[config.mk]
export PLATFORM = sky130hd
export DESIGN_NAME = reset_sequencer_flat
export DESIGN_NICKNAME = d
export VERILOG_FILES = /design/src/rtl/reset_sequencer_if.sv /design/src/rtl/reset_sequencer.sv /design/src/flat_wrapper.sv
export SDC_FILE = /design/constraint.sdc
export NUM_CORES = 1
export LEC_CHECK = 0
export ABC_CLOCK_PERIOD_IN_PS = 6500
export CAP_MARGIN = 25
export CORE_MARGIN = 5
export CORE_UTILIZATION = 60
export CTS_CLUSTER_DIAMETER = 40
export DETAILED_ROUTE_END_ITERATION = 16
export PLACE_DENSITY = 0.83
export REMOVE_ABC_BUFFERS = 1
export SLEW_MARGIN = 40
export SYNTH_ARGS = -nofsm -noshare
export SYNTH_HDL_FRONTEND = slang
export SYNTH_SLANG_ARGS = --single-unit
[constraint.sdc]
create_clock -name clock -period 6.5 [get_ports clock]
set_input_delay 0.65 -clock clock [delete_from_list [all_inputs] [get_ports clock]]
set_output_delay 0.65 -clock clock [all_outputs]
set_load 0.02 [all_outputs]
[src/rtl/reset_sequencer_if.sv]
// reset_sequencer_if
//   Request handshake between a reset initiator and reset_sequencer.
//   req_valid : initiator -> sequencer, asks for a full reset sequence
//   req_ready : sequencer -> initiator, high only while the sequencer is idle
interface reset_sequencer_if;
  logic req_valid;
  logic req_ready;

  modport master (output req_valid, input  req_ready);
  modport slave  (input  req_valid, output req_ready);
endinterface

[src/rtl/reset_sequencer.sv]
// reset_sequencer
//   Generates ordered active-low resets for downstream domains. On reset
//   release or an accepted request, all outputs are held low for at least
//   ASSERT_CYCLES, then released one by one in index order. Each release
//   waits for that domain's synchronized feedback before the next stage.
//   Any feedback wait longer than ACK_TIMEOUT sets a sticky error and the
//   sequence carries on.
// Ports:
//   clock       : single rising-edge clock
//   reset       : synchronous, active-high
//   req         : request handshake (slave side)
//   out_reset_n : registered active-low resets, one per domain
//   fb_reset_n  : per-domain reset feedback, asynchronous, double-flopped here
//   busy        : high in every state except idle
//   done        : one-cycle pulse at the end of a sequence
//   timeout_err : sticky feedback-timeout flag
//   err_clear   : clears timeout_err (a same-cycle timeout takes priority)
module reset_sequencer #(
  parameter int unsigned NUM_OUT       = 3,
  parameter int unsigned ASSERT_CYCLES = 16,
  parameter int unsigned STAGE_GAP     = 4,
  parameter int unsigned ACK_TIMEOUT   = 256
) (
  input  logic               clock,
  input  logic               reset,
  reset_sequencer_if.slave   req,
  output logic [NUM_OUT-1:0] out_reset_n,
  input  logic [NUM_OUT-1:0] fb_reset_n,
  output logic               busy,
  output logic               done,
  output logic               timeout_err,
  input  logic               err_clear
);

  localparam int unsigned MAX_AG  = (ASSERT_CYCLES > STAGE_GAP) ? ASSERT_CYCLES : STAGE_GAP;
  localparam int unsigned MAX_CNT = (MAX_AG > ACK_TIMEOUT) ? MAX_AG : ACK_TIMEOUT;
  localparam int unsigned CW      = $clog2(MAX_CNT + 1);
  localparam int unsigned IW      = (NUM_OUT > 1) ? $clog2(NUM_OUT) : 1;

  localparam logic [CW-1:0] ASSERT_LAST = CW'(ASSERT_CYCLES - 1);
  localparam logic [CW-1:0] GAP_LAST    = CW'(STAGE_GAP - 1);
  localparam logic [CW-1:0] ACK_LAST    = CW'(ACK_TIMEOUT - 1);
  localparam logic [IW-1:0] LAST_IDX    = IW'(NUM_OUT - 1);

  typedef enum logic [2:0] {
    S_IDLE,
    S_ASSERT,
    S_WAIT_LOW,
    S_REL,
    S_GAP,
    S_DONE
  } state_t;

  state_t             state;
  logic [CW-1:0]      cnt;
  logic [IW-1:0]      idx;
  logic [NUM_OUT-1:0] fb_meta;
  logic [NUM_OUT-1:0] fb_sync;

  always_ff @(posedge clock) begin
    if (reset) begin
      fb_meta       <= '0;
      fb_sync       <= '0;
      state         <= S_ASSERT;
      cnt           <= '0;
      idx           <= '0;
      out_reset_n   <= '0;
      req.req_ready <= 1'b0;
      busy          <= 1'b1;
      done          <= 1'b0;
      timeout_err   <= 1'b0;
    end else begin
      fb_meta <= fb_reset_n;
      fb_sync <= fb_meta;
      done    <= 1'b0;

      // Clear first so a timeout assignment below in the same cycle wins.
      if (err_clear) begin
        timeout_err <= 1'b0;
      end

      case (state)
        S_IDLE: begin
          if (req.req_valid && req.req_ready) begin
            state         <= S_ASSERT;
            cnt           <= '0;
            idx           <= '0;
            out_reset_n   <= '0;
            req.req_ready <= 1'b0;
            busy          <= 1'b1;
          end
        end

        S_ASSERT: begin
          if (cnt == ASSERT_LAST) begin
            state <= S_WAIT_LOW;
            cnt   <= '0;
          end else begin
            cnt <= cnt + CW'(1);
          end
        end

        S_WAIT_LOW: begin
          if ((fb_sync == '0) || (cnt == ACK_LAST)) begin
            if (fb_sync != '0) begin
              timeout_err <= 1'b1;
            end
            state            <= S_REL;
            cnt              <= '0;
            out_reset_n[idx] <= 1'b1;
          end else begin
            cnt <= cnt + CW'(1);
          end
        end

        S_REL: begin
          if (fb_sync[idx] || (cnt == ACK_LAST)) begin
            if (!fb_sync[idx]) begin
              timeout_err <= 1'b1;
            end
            cnt <= '0;
            if (idx == LAST_IDX) begin
              state <= S_DONE;
              done  <= 1'b1;
            end else begin
              state <= S_GAP;
            end
          end else begin
            cnt <= cnt + CW'(1);
          end
        end

        S_GAP: begin
          if (cnt == GAP_LAST) begin
            state                     <= S_REL;
            cnt                       <= '0;
            idx                       <= idx + IW'(1);
            out_reset_n[idx + IW'(1)] <= 1'b1;
          end else begin
            cnt <= cnt + CW'(1);
          end
        end

        S_DONE: begin
          state         <= S_IDLE;
          out_reset_n   <= '1;
          req.req_ready <= 1'b1;
          busy          <= 1'b0;
        end

        default: begin
          state       <= S_ASSERT;
          cnt         <= '0;
          idx         <= '0;
          out_reset_n <= '0;
          busy        <= 1'b1;
        end
      endcase
    end
  end

endmodule

[src/flat_wrapper.sv]
// flat-port wrapper written by rule: the top's interface ports become plain ports
module reset_sequencer_flat 
#(
  parameter int unsigned NUM_OUT       = 3,
  parameter int unsigned ASSERT_CYCLES = 16,
  parameter int unsigned STAGE_GAP     = 4,
  parameter int unsigned ACK_TIMEOUT   = 256
)
  (clock, reset, out_reset_n, fb_reset_n, busy, done, timeout_err, err_clear, req_req_valid, req_req_ready);
  reset_sequencer_if req_i ();
  input  logic clock;
  input  logic reset;
  output logic [NUM_OUT-1:0] out_reset_n;
  input  logic [NUM_OUT-1:0] fb_reset_n;
  output logic busy;
  output logic done;
  output logic timeout_err;
  input  logic err_clear;
  input wire logic [$bits(req_i.req_valid)-1:0] req_req_valid;
  output wire logic [$bits(req_i.req_ready)-1:0] req_req_ready;
  assign req_i.req_valid = req_req_valid;
  assign req_req_ready = req_i.req_ready;
  reset_sequencer #(.NUM_OUT(NUM_OUT), .ASSERT_CYCLES(ASSERT_CYCLES), .STAGE_GAP(STAGE_GAP), .ACK_TIMEOUT(ACK_TIMEOUT)) u_core (.clock(clock), .reset(reset), .req(req_i), .out_reset_n(out_reset_n), .fb_reset_n(fb_reset_n), .busy(busy), .done(done), .timeout_err(timeout_err), .err_clear(err_clear));
endmodule
==> results.py <==
metrics = {
    "run_status": {
        "status": "complete, no violations",
    },
    "clock_network": {
        "cts_tree": "yes",
        "postCtsSetupBuffers": 0,
        "ctsResizeCount": 0,
        "hold_buffers": 0,
        "cts-buffers-inserted": 3,
        "root_buffer": "clkbuf_4",
        "cts_buffer_depth": 2,
        "clk_pin_slew_ns": 0.14,
        "clock_sinks": 27,
        "clk_latency_ns": 0.32,
        "htree_levels": 1,
    },
    "grt": {
        "grtUsageMet2_pct": 31.3,
        "grt_pass1_vias": 1208,
        "busiest_layer": "met2",
        "track_usage_pct": 18.1,
        "grt_pass1_wl_mm": 4.94,
        "use_met3_pct": 2.85,
        "grt_start_max_net_pins": 18,
        "overflow": 0,
        "antenna_found_initial": 0,
        "met1_usage_pct": 22.4,
    },
    "pwr": {
        "p_clk_share_pct": 18.3,
        "power_uw": 389,
        "p_sw_share_pct": 34.3,
        "power_switching_uw": 133,
        "irDropWorstVdd_mv": 0.174,
        "p_per_area_mw_per_mm2": 245,
        "internal_power_uw": 255,
        "seq_power_share_pct": 52.4,
        "p_comb_share_pct": 29.4,
        "p_leak_nw": 0.613,
    },
    "setup_path": {
        "critical_path_class": "reg -> reg",
        "critical_path.max_stage_delay_ns": 0.50,
        "cp-start-kind": "flip-flop",
        "worst_path_max_delay_cell": "or4_1",
        "end_kind": "flip-flop",
        "path_cells": "ha_1 > and3_1 > nand3_1 > nor2_1 > ha_1 > o32ai_1 > buf_4 > or4_1 > a41oi_2",
        "cp_common_cell": "ha_1",
        "required_ns": 6.74,
        "path_max_fanout": 14,
        "arrival_ns": 2.73,
    },
    "drt": {
        "via_per_inst": 5.89,
        "antenna_left": 0,
        "drt_drc_violations_left": 0,
        "drtIter0Drc": 44,
        "via_count": 1254,
        "drt-wirelength-per-cell_um": 13.3,
        "drt-total-wl_mm": 2.83,
        "first_pass_iters": 5,
    },
    "sta": {
        "fin_crit_ns": 2.49,
        "setup_viol": 0,
        "max_freq_mhz": 402,
        "setup_tns_ns": 0,
        "timing_hold_violations_final": 0,
        "clock_skew_ns": 0.00463,
        "setup_slack_ns": 4.01,
        "grt_setup_unrepaired": "no",
        "hold_ws_ns": 0.458,
        "period_share_pct": 38.3,
        "slew_headroom_pct": 59.6,
        "drv_slew": 0,
        "worstMarginPinSlew_ns": 0.604,
    },
    "hold_path": {
        "hold_class": "reg -> reg",
    },
    "floorplan": {
        "die_area_mm2": 0.00345,
        "rows": 17,
        "die_w_um": 58.7,
        "die_y_um": 58.7,
        "start_util_pct": 63.7,
        "core_area_mm2": 0.00223,
        "io_pins": 14,
    },
    "synthesis": {
        "ys_seq_elements": 27,
        "synthDistinctLibCells": 42,
        "ys_warn_count": 0,
        "synthArstFlopShare_pct": 0,
        "seq_area_frac_synth_pct": 38.0,
        "syn_inst": 175,
        "synth_edf_count": 0,
        "postSynthAreaPerCell_um2": 8.13,
        "mappedNetlistArea_mm2": 0.00142,
        "synth_ff_type": "dfxtp_1",
    },
    "job": {
        "maxCapViolCount": 0,
    },
    "final_layout": {
        "final_cell_area_mm2": 0.00159,
        "final_common_cell": "dfxtp_1",
        "final_cell_mix": "27 x dfxtp_1, 21 x nand2_1, 16 x nor2_1",
        "nNetsFinal": 200,
        "fin_util_pct": 71.1,
        "final_layout_size_suffix_gt1_share_pct": 6.49,
        "area.growth.synth_to_final_pct": 11.6,
        "layoutNonFillerInstCount": 213,
        "n_antenna_cell": 0,
    },
    "placement": {
        "port_buffers": 13,
        "dp.cells": 209,
        "dp_slack_ns": 4.04,
        "placed_area_mm2": 0.00156,
        "place_congestion": 0.799,
        "dpl.hpwl_mm": 2.12,
    },
}
-- cell type report --
class                      count  area (um^2)
inverter                       8         30.0
fill                         181          646
timing repair buffer          14          138
clock buffer                   4         26.3
multi-input combinational    132          818
sequential                    27          541
tap                           28         35.0
-- logic make-up after synthesis --
| logic type | share of synthesized area, % |
|---|---|
| AND/OR/NAND/NOR | 28.3 |
| AO/OA/AOI/OAI | 22.3 |
| flip-flops | 38.0 |
| buffers and inverters | 4.48 |
| adder cells (fa/ha/maj) | 6.16 |
| multiplexers | 0.704 |
-- worst max-delay path: cells and delay by family (launching register included) --
family | cells | cell delay [ns]
buffers and inverters | 1 | 0.20
and+or+nand+nor | 4 | 1.00
AOI/OAI and AO/OA | 2 | 0.31
adders and majority gates | 2 | 0.50
DFF | 1 | 0.40
-- power groups by stage --
stage / Sequential [mW] / Clock (mW) / Combinational [mW]
after floorplan: 0.203 / 0 / 0.0791
after global placement: 0.206 / 0 / 0.108
after detailed placement: 0.207 / 0 / 0.113
after CTS: 0.203 / 0.0731 / 0.114
after global routing: 0.207 / 0.0818 / 0.128
final: 0.204 / 0.0710 / 0.114
-- synth_stat cells, drive strengths merged, types with 2 or more instances --
master | n | area share [%]
o221ai | 4 | 2.5
o211ai | 5 | 3.0
nand3 | 5 | 1.8
buf | 4 | 1.3
nor2 | 16 | 4.2
o21bai | 3 | 1.6
nor3 | 4 | 1.8
and2 | 5 | 2.2
o21ai | 13 | 4.8
a21oi | 13 | 4.6
nor2b | 13 | 5.7
or2 | 2 | 0.88
ha | 7 | 6.2
inv | 8 | 2.1
clkbuf | 4 | 1.1
nand2 | 21 | 5.5
or4 | 2 | 1.3
dfxtp | 27 | 38
-- flip-flops by register name (all words and copies together), names as in the netlist --
register	count
u_core.busy	1
u_core.idx	2
u_core.state	3
u_core.cnt	9
u_core.fb_sync	3
u_core.out_reset_n	3
u_core.timeout_err	1
u_core.fb_meta	3
u_core.req.req_ready	1
u_core.done	1
-- path summary, 6_finish.rpt --
| kind | from | depth (start not counted) | slack (ns) | to |
|---|---|---|---|---|
| max | u_core.cnt[0] | 9 | 4.01 | u_core.state[1] |
| min | u_core.fb_meta[2] | 1 | 0.46 | u_core.fb_sync[2] |
| max reg2reg | u_core.cnt[0] | 9 | 4.01 | u_core.state[1] |
| min reg2reg | u_core.fb_meta[2] | 1 | 0.46 | u_core.fb_sync[2] |
-- routing by layer --
metal | vias up | wire, um
li1 | 632 | -
met1 | 577 | 1290
met2 | 38 | 1330
met3 | 7 | 176
met4 | 0 | 29
met5 | - | 0
No activity file was read; power rests on OpenSTA's default activity.
